$ cat config.mk
export PLATFORM = sky130hd
export DESIGN_NAME = mem_arbiter
export DESIGN_NICKNAME = d
export VERILOG_FILES = /design/src/rtl/mem_arb_pkg.sv /design/src/rtl/fill_counter.sv /design/src/rtl/mem_arbiter.sv
export SDC_FILE = /design/constraint.sdc
export NUM_CORES = 1
export LEC_CHECK = 0
export ABC_CLOCK_PERIOD_IN_PS = 2840
export CORE_MARGIN = 8
export CORE_UTILIZATION = 29
export DETAILED_ROUTE_END_ITERATION = 8
export PLACE_DENSITY_LB_ADDON = 0.08
export SLEW_MARGIN = 20
export SYNTH_ARGS = -nofsm -noshare
export SYNTH_HDL_FRONTEND = slang
export SYNTH_HIERARCHICAL = 1
export SYNTH_SLANG_ARGS = --single-unit
$ cat constraint.sdc
create_clock -name clk -period 2.84 [get_ports clk]
set_input_delay 0.568 -clock clk [delete_from_list [all_inputs] [get_ports clk]]
set_output_delay 0.568 -clock clk [all_outputs]
set_load 0.05 [all_outputs]
$ cat src/rtl/mem_arb_pkg.sv
// Shared types and constants for the memory arbiter: state encoding, fill-side
// select values, block geometry and the block-word address helper.
package mem_arb_pkg;

   localparam int ADDR_W     = 16;
   localparam int DATA_W     = 16;
   localparam int BLK_WORDS  = 8;
   localparam int WORD_IDX_W = 3;
   localparam int BASE_W     = ADDR_W - WORD_IDX_W - 1;

   localparam logic [WORD_IDX_W-1:0] LAST_IDX = WORD_IDX_W'(BLK_WORDS - 1);

   localparam logic FILL_SEL_I = 1'b0;
   localparam logic FILL_SEL_D = 1'b1;

   typedef enum logic [1:0] {
      IDLE = 2'b00,
      FILL = 2'b01,
      WR   = 2'b10,
      DONE = 2'b11
   } arb_state_e;

   // Word index is concatenated, never added, so it cannot carry into the base.
   function automatic logic [ADDR_W-1:0] word_addr(input logic [BASE_W-1:0]     base,
                                                   input logic [WORD_IDX_W-1:0] idx);
      return {base, idx, 1'b0};
   endfunction

endpackage

$ cat src/rtl/fill_counter.sv
// Block word counter: counts enabled cycles 0..BLK_WORDS-1 and raises done once
// the last word has been counted; done holds off further counting until clear.
module fill_counter
   import mem_arb_pkg::*;
(
   input  logic                  clk,
   input  logic                  rst,
   input  logic                  clr,
   input  logic                  en,
   output logic [WORD_IDX_W-1:0] cnt,
   output logic                  done
);

   logic [WORD_IDX_W-1:0] cnt_q, cnt_d;
   logic                  done_q, done_d;

   always_comb begin
      cnt_d  = cnt_q;
      done_d = done_q;
      if (clr) begin
         cnt_d  = '0;
         done_d = 1'b0;
      end else if (en && !done_q) begin
         cnt_d = cnt_q + 1'b1;
         if (cnt_q == LAST_IDX) begin
            done_d = 1'b1;
         end
      end
   end

   always_ff @(posedge clk) begin
      if (rst) begin
         cnt_q  <= '0;
         done_q <= 1'b0;
      end else begin
         cnt_q  <= cnt_d;
         done_q <= done_d;
      end
   end

   assign cnt  = cnt_q;
   assign done = done_q;

endmodule

$ cat src/rtl/mem_arbiter.sv
// Arbitrates single-ported main memory between I-fills, D-fills and D-side
// write-through stores; sequences 8-word fills and drives the pipeline stall.
//
// state | meaning
// IDLE  | no access in progress; grant dc_miss > dc_wr_req > ic_miss
// FILL  | issue 8 block reads back to back, write returned words into the cache
// WR    | single write-through store cycle, acked to the D-cache
// DONE  | one dead cycle so the finished requester can drop its request
module mem_arbiter
   import mem_arb_pkg::*;
(
   input  logic              clk,
   input  logic              rst,
   input  logic              ic_miss,
   input  logic [ADDR_W-1:0] ic_miss_addr,
   input  logic              dc_miss,
   input  logic [ADDR_W-1:0] dc_miss_addr,
   input  logic              dc_wr_req,
   input  logic [ADDR_W-1:0] dc_wr_addr,
   input  logic [DATA_W-1:0] dc_wr_data,
   output logic              mem_en,
   output logic              mem_wr,
   output logic [ADDR_W-1:0] mem_addr,
   output logic [DATA_W-1:0] mem_wdata,
   input  logic [DATA_W-1:0] mem_rdata,
   input  logic              mem_rvalid,
   output logic              fill_we,
   output logic              fill_sel,
   output logic [2:0]        fill_word,
   output logic [DATA_W-1:0] fill_data,
   output logic              fill_tag_we,
   output logic              dc_wr_ack,
   output logic              cache_stall_n
);

   arb_state_e            state_q, state_d;
   logic [BASE_W-1:0]     base_q, base_d;
   logic                  sel_q, sel_d;

   logic                  cnt_clr;
   logic                  iss_en, ret_en;
   logic [WORD_IDX_W-1:0] iss_cnt, ret_cnt;
   logic                  iss_done, ret_done;
   logic                  unused_addr_bits;

   assign cnt_clr = (state_q != FILL);

   fill_counter u_iss_cnt (
      .clk  (clk),
      .rst  (rst),
      .clr  (cnt_clr),
      .en   (iss_en),
      .cnt  (iss_cnt),
      .done (iss_done)
   );

   fill_counter u_ret_cnt (
      .clk  (clk),
      .rst  (rst),
      .clr  (cnt_clr),
      .en   (ret_en),
      .cnt  (ret_cnt),
      .done (ret_done)
   );

   always_comb begin
      state_d     = state_q;
      base_d      = base_q;
      sel_d       = sel_q;
      iss_en      = 1'b0;
      ret_en      = 1'b0;
      mem_en      = 1'b0;
      mem_wr      = 1'b0;
      mem_addr    = '0;
      mem_wdata   = '0;
      fill_we     = 1'b0;
      fill_tag_we = 1'b0;
      dc_wr_ack   = 1'b0;

      case (state_q)
         IDLE: begin
            // The D side holds the older instruction, so it wins over the I side.
            if (dc_miss) begin
               base_d  = dc_miss_addr[ADDR_W-1:WORD_IDX_W+1];
               sel_d   = FILL_SEL_D;
               state_d = FILL;
            end else if (dc_wr_req) begin
               state_d = WR;
            end else if (ic_miss) begin
               base_d  = ic_miss_addr[ADDR_W-1:WORD_IDX_W+1];
               sel_d   = FILL_SEL_I;
               state_d = FILL;
            end
         end

         FILL: begin
            if (!iss_done) begin
               iss_en   = 1'b1;
               mem_en   = 1'b1;
               mem_addr = word_addr(base_q, iss_cnt);
            end
            if (mem_rvalid && !ret_done) begin
               ret_en  = 1'b1;
               fill_we = 1'b1;
               if (ret_cnt == LAST_IDX) begin
                  fill_tag_we = 1'b1;
                  state_d     = DONE;
               end
            end
         end

         WR: begin
            mem_en    = 1'b1;
            mem_wr    = 1'b1;
            mem_addr  = dc_wr_addr;
            mem_wdata = dc_wr_data;
            dc_wr_ack = 1'b1;
            state_d   = DONE;
         end

         DONE: begin
            state_d = IDLE;
         end

         default: begin
            state_d = IDLE;
         end
      endcase
   end

   always_ff @(posedge clk) begin
      if (rst) begin
         state_q <= IDLE;
         base_q  <= '0;
         sel_q   <= FILL_SEL_I;
      end else begin
         state_q <= state_d;
         base_q  <= base_d;
         sel_q   <= sel_d;
      end
   end

   assign fill_sel  = sel_q;
   assign fill_word = ret_cnt;
   assign fill_data = mem_rdata;

   assign cache_stall_n = ~(ic_miss | dc_miss | (dc_wr_req & ~dc_wr_ack));

   assign unused_addr_bits = ^{ic_miss_addr[WORD_IDX_W:0], dc_miss_addr[WORD_IDX_W:0]};

endmodule

; After elaboration in Yosys (flattened, before gate mapping)
; Cells that the tools add are included.
[classes]
n_addsub = 2
n_mul = 0
n_div = 0
n_lt_le_gt_ge = 0
eq_ne = 10
shifts = 0
muxes = 24
bitwise_logic = 5
reduce_logical = 12
[op_table]
columns = cell, n
row1 = $mux W12, 3
row2 = $mux W16, 2
row3 = $pmux W16 S2, 1
row4 = $mux W1, 11
row5 = $mux W2, 5
row6 = $pmux W2 S4, 1
row7 = $add A3 B1 Y3 const B, 2
row8 = $eq A3 B3 Y1 const B, 2
row9 = $ne A2 B2 Y1 const B, 3
row10 = $reduce_and A3 Y1, 2
row11 = $eq A2 B2 Y1 const B, 2
row12 = $ne A4 B4 Y1 const B, 1
row13 = $reduce_and A2 Y1, 2
row14 = $logic_and A1 B1 Y1, 3
row15 = $eq A2 B1 Y1 const B, 1
row16 = $logic_not A1 Y1, 2
row17 = $logic_not A2 Y1, 1
row18 = $ne A2 B1 Y1 const B, 1
row19 = $not A1 Y1, 2
row20 = $or A1 B1 Y1, 2
row21 = $pmux W1 S2, 1
row22 = $reduce_bool A2 Y1, 1
row23 = $reduce_or A2 Y1, 1
row24 = $and A1 B1 Y1, 1
[totals]
regBits = 23
latch_bits = 0
ram_bits = 0
romBits = 0
in_bits = 86
output_inout_bits = 58
word_cells = 60
mem_count = 0

; Longest topological paths before layout
; Gate-level depths: netlist of run 1.
[depth]
word_depth = 6
depth_mapped = 8

; Cells and area by module
; Netlist of run 1, hierarchy kept.
[modules_own_cells]
columns = mod, n_inst, cells_each, area_each_um2, seq_area_each_um2
row1 = mem_arbiter, 1, 177, 1584.0, 300.3
row2 = fill_counter, 2, 15, 172.7, 80.1

; Worst setup path before layout of run 1
; No wires, ideal clock.
[synth_path]
path_kind = flip-flop to output port
from = register state_q[0]
to = output port cache_stall_n
t_arrival_ps = 2570
t_required_ps = 2272
slack_ps = -298
path_stages_with_launch = 6
path_buffers = 1
path_cell_list = dfxtp_1 -> inv_1 -> ha_1 -> buf_2 -> inv_1 -> a211oi_1
[synth_via]
elab_chain_cells = 6
[synth_lines]
columns = item, line_no
row1 = from (decl), mem_arbiter.sv:36  ; arb_state_e state_q, state_d;
row2 = from (signal assigned), mem_arbiter.sv:137  ; state_q <= state_d;
row3 = $eq A2 B2 Y1, mem_arbiter.sv:80  ; case (state_q)
row4 = $mux W1, mem_arbiter.sv:80
row5 = net dc_wr_ack, mem_arbiter.sv:32  ; output logic dc_wr_ack,
row6 = $not A1 Y1, mem_arbiter.sv:147  ; assign cache_stall_n = ~(ic_miss | dc_miss | (dc_wr_req & ~dc_wr_ack));
row7 = $and A1 B1 Y1, mem_arbiter.sv:147
row8 = $or A1 B1 Y1, mem_arbiter.sv:147
row9 = $not A1 Y1, mem_arbiter.sv:147
row10 = to (decl), mem_arbiter.sv:33  ; output logic cache_stall_n
; The timed path passes the listed nets, and every way through them passes these cells.

; Worst setup path after layout of run 1
[layout_path]
from = register state_q[1]
to = output port mem_addr[12]
[layout_via]
elab_chain_cells = 2
word_cells_on_any_way = 3
[layout_lines]
columns = item, line_no
row1 = $eq A2 B2 Y1 / $eq A2 B1 Y1 (equally long branches), mem_arbiter.sv:80
row2 = $pmux W16 S2 *, mem_arbiter.sv:80
row3 = to (decl), mem_arbiter.sv:23  ; output logic [ADDR_W-1:0] mem_addr,
; Every way passes the cells marked *; elsewhere a longest branch is shown, timed or not.

==> summary.txt, run 1 <==
CTS tree: built
Filler Cell Count: 619
Layout cell share with drive strength beyond 1: 28.9%
Number of CTS-inserted buffers: 3
CTS clk-pin slew, worst paths: 0.08 ns
Minimum clock period: 2.53 ns
Critical Path RT: 2.27 ns
# setup viols final: 0
Rows: 29
Full die area: 0.00952 mm^2
Yosys warns: 6
DRC Markers: 0
Worst EP arrival: 1.96 ns
Worst Min Path Start: base_q[1]
Leakage: 1.20 nW
Final clock skew: 0.00335 ns
WL/cell: 16.7 um
Grt total ovfl: 0
Dpl ws: 0.483 ns
Starting density of the core: 30.2%
Area delta synth->final: 59.9%
RR Startpoint: state_q[1]
DR iter-0 viols: 37
H-Tree Level Count: 1
Final Max Slew Viols: 0
Power Density: 651 mW/mm^2
Cts-stage hold buffer count: 0
Final core occ: 48.3%
I/O pins: 144
Fin nets: 388
Tightest Hold Check Type: register to register
Pre-antenna DRT Iters: 4
Largest net degree at the start of global routing: 20
Vias: 1,757
Critical Path Source Type: register
Final Hold Viols: 0
Worst rel slew slack: 63.0%
Tcrit/Tclk final: 88.9%
Die Y: 97.6 um
Crit Path Class: register to output pin
Skew-Pair Late Insertion Delay: 0.26 ns
Seq/Total Area, Yosys: 23.9%
Gr usage total: 12.3%
Final instance area: 0.00309 mm^2
Final WS setup: 0.314 ns
HPWL Detailed: 5.14 mm
Unrepaired setup endpoints after global routing: false
#FFs+latches synth: 23
Post-route ant nets: 0
PortBufs: 103
Sinks on Clock Net: 23
Syn avg cell area: 9.32 um^2
First element of the critical path: state_q[1]
Core area: 0.00639 mm^2
Setup TNS: 0 ns
CTS Buffer Depth: 2
Status: complete, no violations
Clock root buffer: clkbuf_8
Post-cts sizing count: 0
Fmax: 396 MHz
Actual slew at the worst max-slew pin: 0.555 ns
Post-DP Area: 0.00304 mm^2
Peak fanout along the critical path: 18
Setup bufs post-CTS: 0
# Max-Cap Violations: 0
Mapped Nets: 303
Post-synth cell types: 35
First-pass GRT wire length: 9.68 mm
Synthesized area: 0.00193 mm^2
Total power: 2.01 mW
Die outline width: 97.6 um
Via density per instance: 4.77
Routed WL: 6.14 mm
Setup crit end kind: output pin
Peak VDD IR: 0.384 mV
Initial antenna violation count: 0
Synth Instances: 207
Vias in the first global route: 1,753
Inserted Diodes: 0
Final GP Congestion: 0.714
-- cell usage after synthesis --
cell / number / area [um^2]
clkbuf_2: 1 / 5.00
nor2b_1: 16 / 100
a211oi_2: 17 / 213
or3_1: 1 / 6.26
nor3_1: 10 / 50.1
mux2_4: 8 / 120
nor2_1: 4 / 15.0
nor2b_4: 2 / 27.5
dfxtp_1: 23 / 460
a221oi_2: 1 / 15.0
clkbuf_1: 3 / 11.3
buf_6: 2 / 22.5
a211oi_1: 8 / 60.1
a21o_1: 1 / 7.51
inv_1: 19 / 71.3
buf_12: 1 / 20.0
mux2i_1: 5 / 50.1
a21boi_0: 1 / 7.51
buf_4: 17 / 128
xnor2_1: 2 / 17.5
and3b_1: 1 / 8.76
a22oi_1: 15 / 113
a21oi_1: 2 / 10.0
nand2b_1: 2 / 12.5
nand3_1: 1 / 5.00
o21a_1: 1 / 7.51
buf_2: 6 / 30.0
nand3b_1: 1 / 7.51
o21bai_1: 1 / 7.51
nor4b_2: 1 / 15.0
nand2_1: 1 / 3.75
ha_1: 10 / 125
nand2b_4: 1 / 13.8
and2_1: 17 / 106
mux2_2: 5 / 56.3
-- worst max-delay path, cell delays in order, from the launching register on --
cell and delay, ns:
dfxtp_1 0.41, inv_1 0.11, ha_1 0.60, a21boi_0 0.38, buf_12 0.19
-- logic make-up (layout without fill, tap and decap cells) --
family                     after synthesis  count (layout)  synth area share (%)
xor gates and xnor gates                 2               2                 0.908
muxes                                   18              18                  11.7
and+or+nand+nor                         58              58                  19.3
AOI/OAI and AO/OA                       47              47                  22.8
DFF                                     23              23                  23.9
buffers and inverters                   49             133                  14.9
adders and majority gates               10              10                  6.49
-- power by group --
| part | total [mW] | switching, mW | internal (mW) |
|---|---|---|---|
| combinational | 1.37 | 0.774 | 0.591 |
| sequential | 0.435 | 0.0453 | 0.390 |
| clock | 0.207 | 0.107 | 0.100 |
-- placed cells by master (no fill, tap or decap) --
master	count
a22oi_1	15
inv_1	19
a221oi_2	1
mux2_4	8
and3b_1	1
a21boi_0	1
a211oi_2	18
a21oi_1	2
nor2_1	4
o21a_1	1
nand2b_1	2
nor3_1	10
nand3_1	1
clkdlybuf4s50_1	65
buf_12	19
buf_4	26
nor4b_2	1
clkbuf_8	3
a21o_1	1
mux2i_1	5
nand2b_4	1
and2_1	17
nand2_1	1
or3_1	1
nor2b_1	16
ha_1	10
nor2b_4	2
clkbuf_1	1
o21bai_1	1
mux2_2	5
a211oi_1	7
xnor2_1	2
dfxtp_1	23
nand3b_1	1
-- flip-flops by register name, summed over array words and instances (netlist names) --
signal / cells
fill_sel: 1
u_ret_cnt/cnt: 3
u_iss_cnt/done: 1
u_iss_cnt/cnt: 3
u_ret_cnt/done: 1
base_q: 12
state_q: 2
-- stage by stage --
step | std cells | hold slack (ns)
after floorplan | 207 | 0.434
after global placement | 364 | 0.456
after detailed placement | 364 | 0.457
after CTS | 368 | 0.470
after global routing | 368 | 0.486
final | 368 | 0.464
-- layer usage --
layer | vias up | wire, um | GRT usage [%]
met4 | 0 | 70 | 3.73
met2 | 86 | 2720 | 18.9
met5 | - | 0 | 0
met1 | 787 | 2890 | 15.7
met3 | 6 | 464 | 4.05
li1 | 878 | - | -
-- cell type report --
| type | count | area (um^2) | area share (%) |
|---|---|---|---|
| clock buffers | 4 | 45.0 | 1.46 |
| inverters | 19 | 71.3 | 2.31 |
| multi-input cells | 135 | 1190 | 38.4 |
| flip-flops and latches | 23 | 460 | 14.9 |
| well taps | 77 | 96.3 | 3.12 |
| repair buffers | 110 | 1230 | 39.7 |
-- path summary, 6_finish.rpt --
check,end,slack (ns),cells past startpoint
min reg2reg,base_q[1],0.46,2
max reg2reg,base_q[1],1.05,6
max,mem_addr[12],0.31,4
min,base_q[1],0.46,2
No activity file was read; power rests on OpenSTA's default activity.
==> run 2: changes to the inputs <==
--- a/config.mk
+++ b/config.mk
@@ -6,7 +6,7 @@
 export NUM_CORES = 1
 export LEC_CHECK = 0
 export ABC_CLOCK_PERIOD_IN_PS = 2840
-export CORE_MARGIN = 8
+export CORE_MARGIN = 3
 export CORE_UTILIZATION = 29
 export DETAILED_ROUTE_END_ITERATION = 8
 export PLACE_DENSITY_LB_ADDON = 0.08
==> run 2 against run 1 <==
First-iteration DRC count up 62%. Wire length down 8.4%. Register-to-register slack worse by 0.14 ns. Largest power group unchanged. Clock power about the same. Core utilization down 0.098 points.
==> summary.txt, run 2 (synthesized netlist as in run 1, its figures left out) <==
Levels on crit path: 6
Worst path top cell family by delay: buffers and inverters
PortBufs: 103
Via density per instance: 4.65
CP endpoint: mem_addr[12]
Buf/Inv on CP: 3
RR Startpoint: state_q[0]
Grt total ovfl: 0
DR iter-0 viols: 60
Fin nets: 387
Crit Path Class: register to output pin
Vias in the first global route: 1,655
Minimum clock period: 2.51 ns
Power Density: 644 mW/mm^2
Critical Path Source Type: register
Die outline width: 87.6 um
Tightest Hold Check Type: register to register
Skew-Pair Late Insertion Delay: 0.26 ns
Gr usage total: 13.8%
Setup TNS: 0 ns
Post-route ant nets: 0
Area delta synth->final: 59.6%
Actual slew at the worst max-slew pin: 0.605 ns
Inserted Diodes: 0
I/O pins: 144
CP peak stage delay: 0.34 ns
Setup crit end kind: output pin
Layout cell share with drive strength beyond 1: 29.0%
Critical Path RT: 2.27 ns
Crit path cell chain: inv_1 -> ha_1 -> inv_1 -> or3_1 -> a21boi_0 -> buf_12
Worst EP arrival: 1.94 ns
Cts-stage hold buffer count: 0
# setup viols final: 0
CTS tree: built
Status: complete, no violations
# Max-Cap Violations: 0
Worst rel slew slack: 59.7%
Tcrit/Tclk final: 88.5%
Final Hold Viols: 0
Final GP Congestion: 0.795
Full die area: 0.00767 mm^2
Largest net degree at the start of global routing: 20
FF-to-FF setup slack: 0.91 ns
Worst r2r dst: base_q[2]
Highest-count cells in the layout ignoring fill and taps: 65 x clkdlybuf4s50_1, 25 x buf_4, 23 x dfxtp_1
Slowest CP cell: dfxtp_1
First element of the critical path: state_q[1]
DRC Markers: 0
Die Y: 87.6 um
WL/cell: 15.3 um
Final core occ: 48.2%
Rows: 29
Unrepaired setup endpoints after global routing: false
Starting density of the core: 30.2%
Initial antenna violation count: 0
Clock root buffer: clkbuf_8
Final clock skew: 0.00623 ns
Reg2reg path depth: 5
CTS clk-pin slew, worst paths: 0.09 ns
First-pass GRT wire length: 8.44 mm
Core area: 0.00639 mm^2
CP dominant cell by count: inv_1
Routed WL: 5.62 mm
Number of CTS-inserted buffers: 3
H-Tree Level Count: 1
Leakage: 1.20 nW
Max reg flops: 12
Pre-antenna DRT Iters: 4
Commonest non-fill, non-tap cell in the layout: clkdlybuf4s50_1
HPWL Detailed: 4.70 mm
Peak fanout along the critical path: 9
Fmax: 398 MHz
Final Max Slew Viols: 0
Most flop-heavy register: base_q
Sinks on Clock Net: 23
Peak VDD IR: 0.371 mV
Setup bufs post-CTS: 0
CTS Buffer Depth: 2
Vias: 1,708
Post-cts sizing count: 0
==> run 2: per-stage QoR <==
step                setup slack (ns)  cell area [um^2]  std cells  hold slack [ns]  power (mW)
floorplan                      0.111              1930        207            0.434        1.41
global placement               0.541              3030        363            0.455        1.79
detailed placement             0.541              3030        363            0.459        1.80
CTS                            0.312              3080        367            0.473        2.01
global route                   0.119              3080        367            0.502        2.11
finish                         0.328              3080        367            0.467        1.98
==> run 2: worst min-delay path by stage <==
stage / startpoint / endpoint / cells past startpoint
floorplan: base_q[1] / base_q[1] / 2
global placement: base_q[4] / base_q[4] / 2
detailed placement: base_q[4] / base_q[4] / 2
CTS: base_q[4] / base_q[4] / 2
global route: base_q[10] / base_q[10] / 2
finish: base_q[4] / base_q[4] / 2
==> run 2: routing by layer <==
metal	part of all wire (%)	global-route usage, %	vias to the layer above	wire, um
met5	0	0	-	0
met4	1.4	2.93	0	76
met3	11	4.05	8	609
met2	47	23.8	71	2640
met1	41	17.1	759	2290
li1	-	-	870	-
==> run 2: power breakdown <==
part | switching (mW) | internal [mW] | total (mW)
clock network | 0.108 | 0.0978 | 0.206
registers | 0.0437 | 0.390 | 0.434
logic | 0.764 | 0.579 | 1.34
total | 0.916 | 1.07 | 1.98
==> run 2: final cells by class <==
| cell class | count | area (um^2) |
|---|---|---|
| Clock buffer | 3 | 41.3 |
| Clock inverter | 1 | 5.00 |
| Fill cell | 625 | 3310 |
| Inverter | 19 | 71.3 |
| Multi-Input combinational cell | 135 | 1190 |
| Sequential cell | 23 | 460 |
| Tap cell | 77 | 96.3 |
| Timing Repair Buffer | 109 | 1220 |
==> run 2: tightest hold or removal path: cells and delay by family (launching register included) <==
family | cells | cell delay (ns)
buffers and inverters | 1 | 0.06
DFF | 1 | 0.32
AOI/OAI and AO/OA | 1 | 0.05
==> run 3: changes to the inputs <==
--- a/config.mk
+++ b/config.mk
@@ -5,12 +5,11 @@
 export SDC_FILE = /design/constraint.sdc
 export NUM_CORES = 1
 export LEC_CHECK = 0
-export ABC_CLOCK_PERIOD_IN_PS = 2840
+export ABC_CLOCK_PERIOD_IN_PS = 2700
 export CORE_MARGIN = 3
 export CORE_UTILIZATION = 29
 export DETAILED_ROUTE_END_ITERATION = 8
 export PLACE_DENSITY_LB_ADDON = 0.08
-export SLEW_MARGIN = 20
 export SYNTH_ARGS = -nofsm -noshare
 export SYNTH_HDL_FRONTEND = slang
 export SYNTH_HIERARCHICAL = 1
==> constraint.sdc (replaced) <==
create_clock -name clk -period 2.7 [get_ports clk]
set_input_delay 0.54 -clock clk [delete_from_list [all_inputs] [get_ports clk]]
set_output_delay 0.54 -clock clk [all_outputs]
set_load 0.05 [all_outputs]
==> run 3 against run 2 <==
Worst setup slack worse by 0.044 ns. Core utilization increased by 0.12 points. Non-clock buffer count grew 1. Via count rose by 1.5%. Largest power group unchanged. Cell count is 0.27% higher. Critical path type unchanged. Highest routed layer unchanged. Combinational power is 7% higher. Global-route usage down 0.16 points. Clock skew fell by 0.0050 ns. Sequential cell count unchanged. Die area did not move. First-iteration DRC count shrank 32%.
==> summary.txt, run 3 (synthesized netlist as in run 1, its figures left out) <==
Inst Count DP: 364
Skew-Pair Late Insertion Delay: 0.27 ns
Final WS setup: 0.284 ns
Via density per instance: 4.71
Sinks on Clock Net: 23
CTS tree: built
Final Hold Viols: 0
Reg2reg path depth: 6
HPWL Detailed: 4.66 mm
Vias in the first global route: 1,645
Grt total ovfl: 0
Starting density of the core: 30.2%
First element of the critical path: state_q[1]
Largest net degree at the start of global routing: 20
FF-to-FF setup slack: 0.93 ns
Power Density: 684 mW/mm^2
WL/cell: 15.4 um
Critical Path RT: 2.16 ns
Crit Path Class: register to output pin
Vias: 1,734
CP endpoint: mem_addr[9]
Initial antenna violation count: 0
Dpl ws: 0.460 ns
Full die area: 0.00767 mm^2
Final GP Congestion: 0.759
DRC Markers: 0
Inserted Diodes: 0
Final Max Slew Viols: 0
# Max-Cap Violations: 0
Post-cts sizing count: 0
Gr usage total: 13.6%
Commonest non-fill, non-tap cell in the layout: clkdlybuf4s50_1
Layout cell share with drive strength beyond 1: 29.2%
# setup viols final: 0
Most flop-heavy register: base_q
Critical Path Source Type: register
PortBufs: 103
Number of CTS-inserted buffers: 3
Highest-count cells in the layout ignoring fill and taps: 65 x clkdlybuf4s50_1, 26 x buf_4, 23 x dfxtp_1
Non-Filler Instances: 368
Rows: 29
DR iter-0 viols: 41
Peak fanout along the critical path: 18
Cts-stage hold buffer count: 0
Setup crit end kind: output pin
Clock root buffer: clkbuf_8
Setup bufs post-CTS: 0
Die Y: 87.6 um
CTS Buffer Depth: 2
Routed WL: 5.66 mm
Tightest Hold Check Type: register to register
Actual slew at the worst max-slew pin: 0.566 ns
CTS clk-pin slew, worst paths: 0.09 ns
Leakage: 1.20 nW
Status: complete, no violations
Fin nets: 388
Peak VDD IR: 0.393 mV
Minimum clock period: 2.42 ns
Area delta synth->final: 60.0%
Unrepaired setup endpoints after global routing: false
Filler Cell Count: 615
RR Startpoint: state_q[1]
Tcrit/Tclk final: 89.5%
Worst EP arrival: 1.88 ns
Pre-antenna DRT Iters: 4
Setup TNS: 0 ns
H-Tree Level Count: 1
Final clock skew: 0.00124 ns
Max reg flops: 12
Final core occ: 48.3%
Core area: 0.00639 mm^2
Post-route ant nets: 0
Die outline width: 87.6 um
Worst r2r dst: base_q[2]
First-pass GRT wire length: 8.25 mm
Worst rel slew slack: 62.3%
I/O pins: 144
Fmax: 414 MHz
run 3: cell count changes in the layout (fill, tap and decap cells not counted), sizes merged:
cell,delta
buf,+1
run 3: routing by layer:
metal  track usage, %  up-vias  wire, um
li1                 -      873         -
met4             3.35        0        45
met2             22.3       78      2610
met5                0        -         0
met1             18.0      779      2400
met3             3.48        4       604
run 3: worst min-delay path by stage:
stage	from	to	cells after the start
global route	base_q[0]	base_q[0]	2
finish	base_q[4]	base_q[4]	2
detailed placement	base_q[4]	base_q[4]	2
global placement	base_q[0]	base_q[0]	2
floorplan	base_q[1]	base_q[1]	2
CTS	base_q[4]	base_q[4]	2
run 3: cell type report:
type,count,area (um^2),share of cell area [%]
clock buffer,3,41.3,1.34
clock inverter,1,5.00,0.162
inverter,19,71.3,2.31
multi-input combinational,135,1190,38.4
sequential,23,460,14.9
tap,77,96.3,3.12
timing repair buffer,110,1230,39.7
run 3: power by group:
| part | internal, mW | leakage (nW) | switching [mW] |
|---|---|---|---|
| logic | 0.620 | 0.990 | 0.807 |
| clock network | 0.103 | 0.0255 | 0.119 |
| registers | 0.410 | 0.189 | 0.0505 |
run 3: worst max-delay path: stages (launching register included):
cell     delay, ns
dfxtp_1       0.39
inv_1         0.11
ha_1          0.60
nor2b_1       0.32
buf_12        0.18
run 3: metrics by stage:
stage / instance area (um^2) / power, mW / hold WS, ns
after floorplan: 1930 / 1.48 / 0.434
after global placement: 3040 / 1.90 / 0.457
after detailed placement: 3040 / 1.91 / 0.456
after CTS: 3090 / 2.13 / 0.469
after global routing: 3090 / 2.24 / 0.491
final: 3090 / 2.11 / 0.467
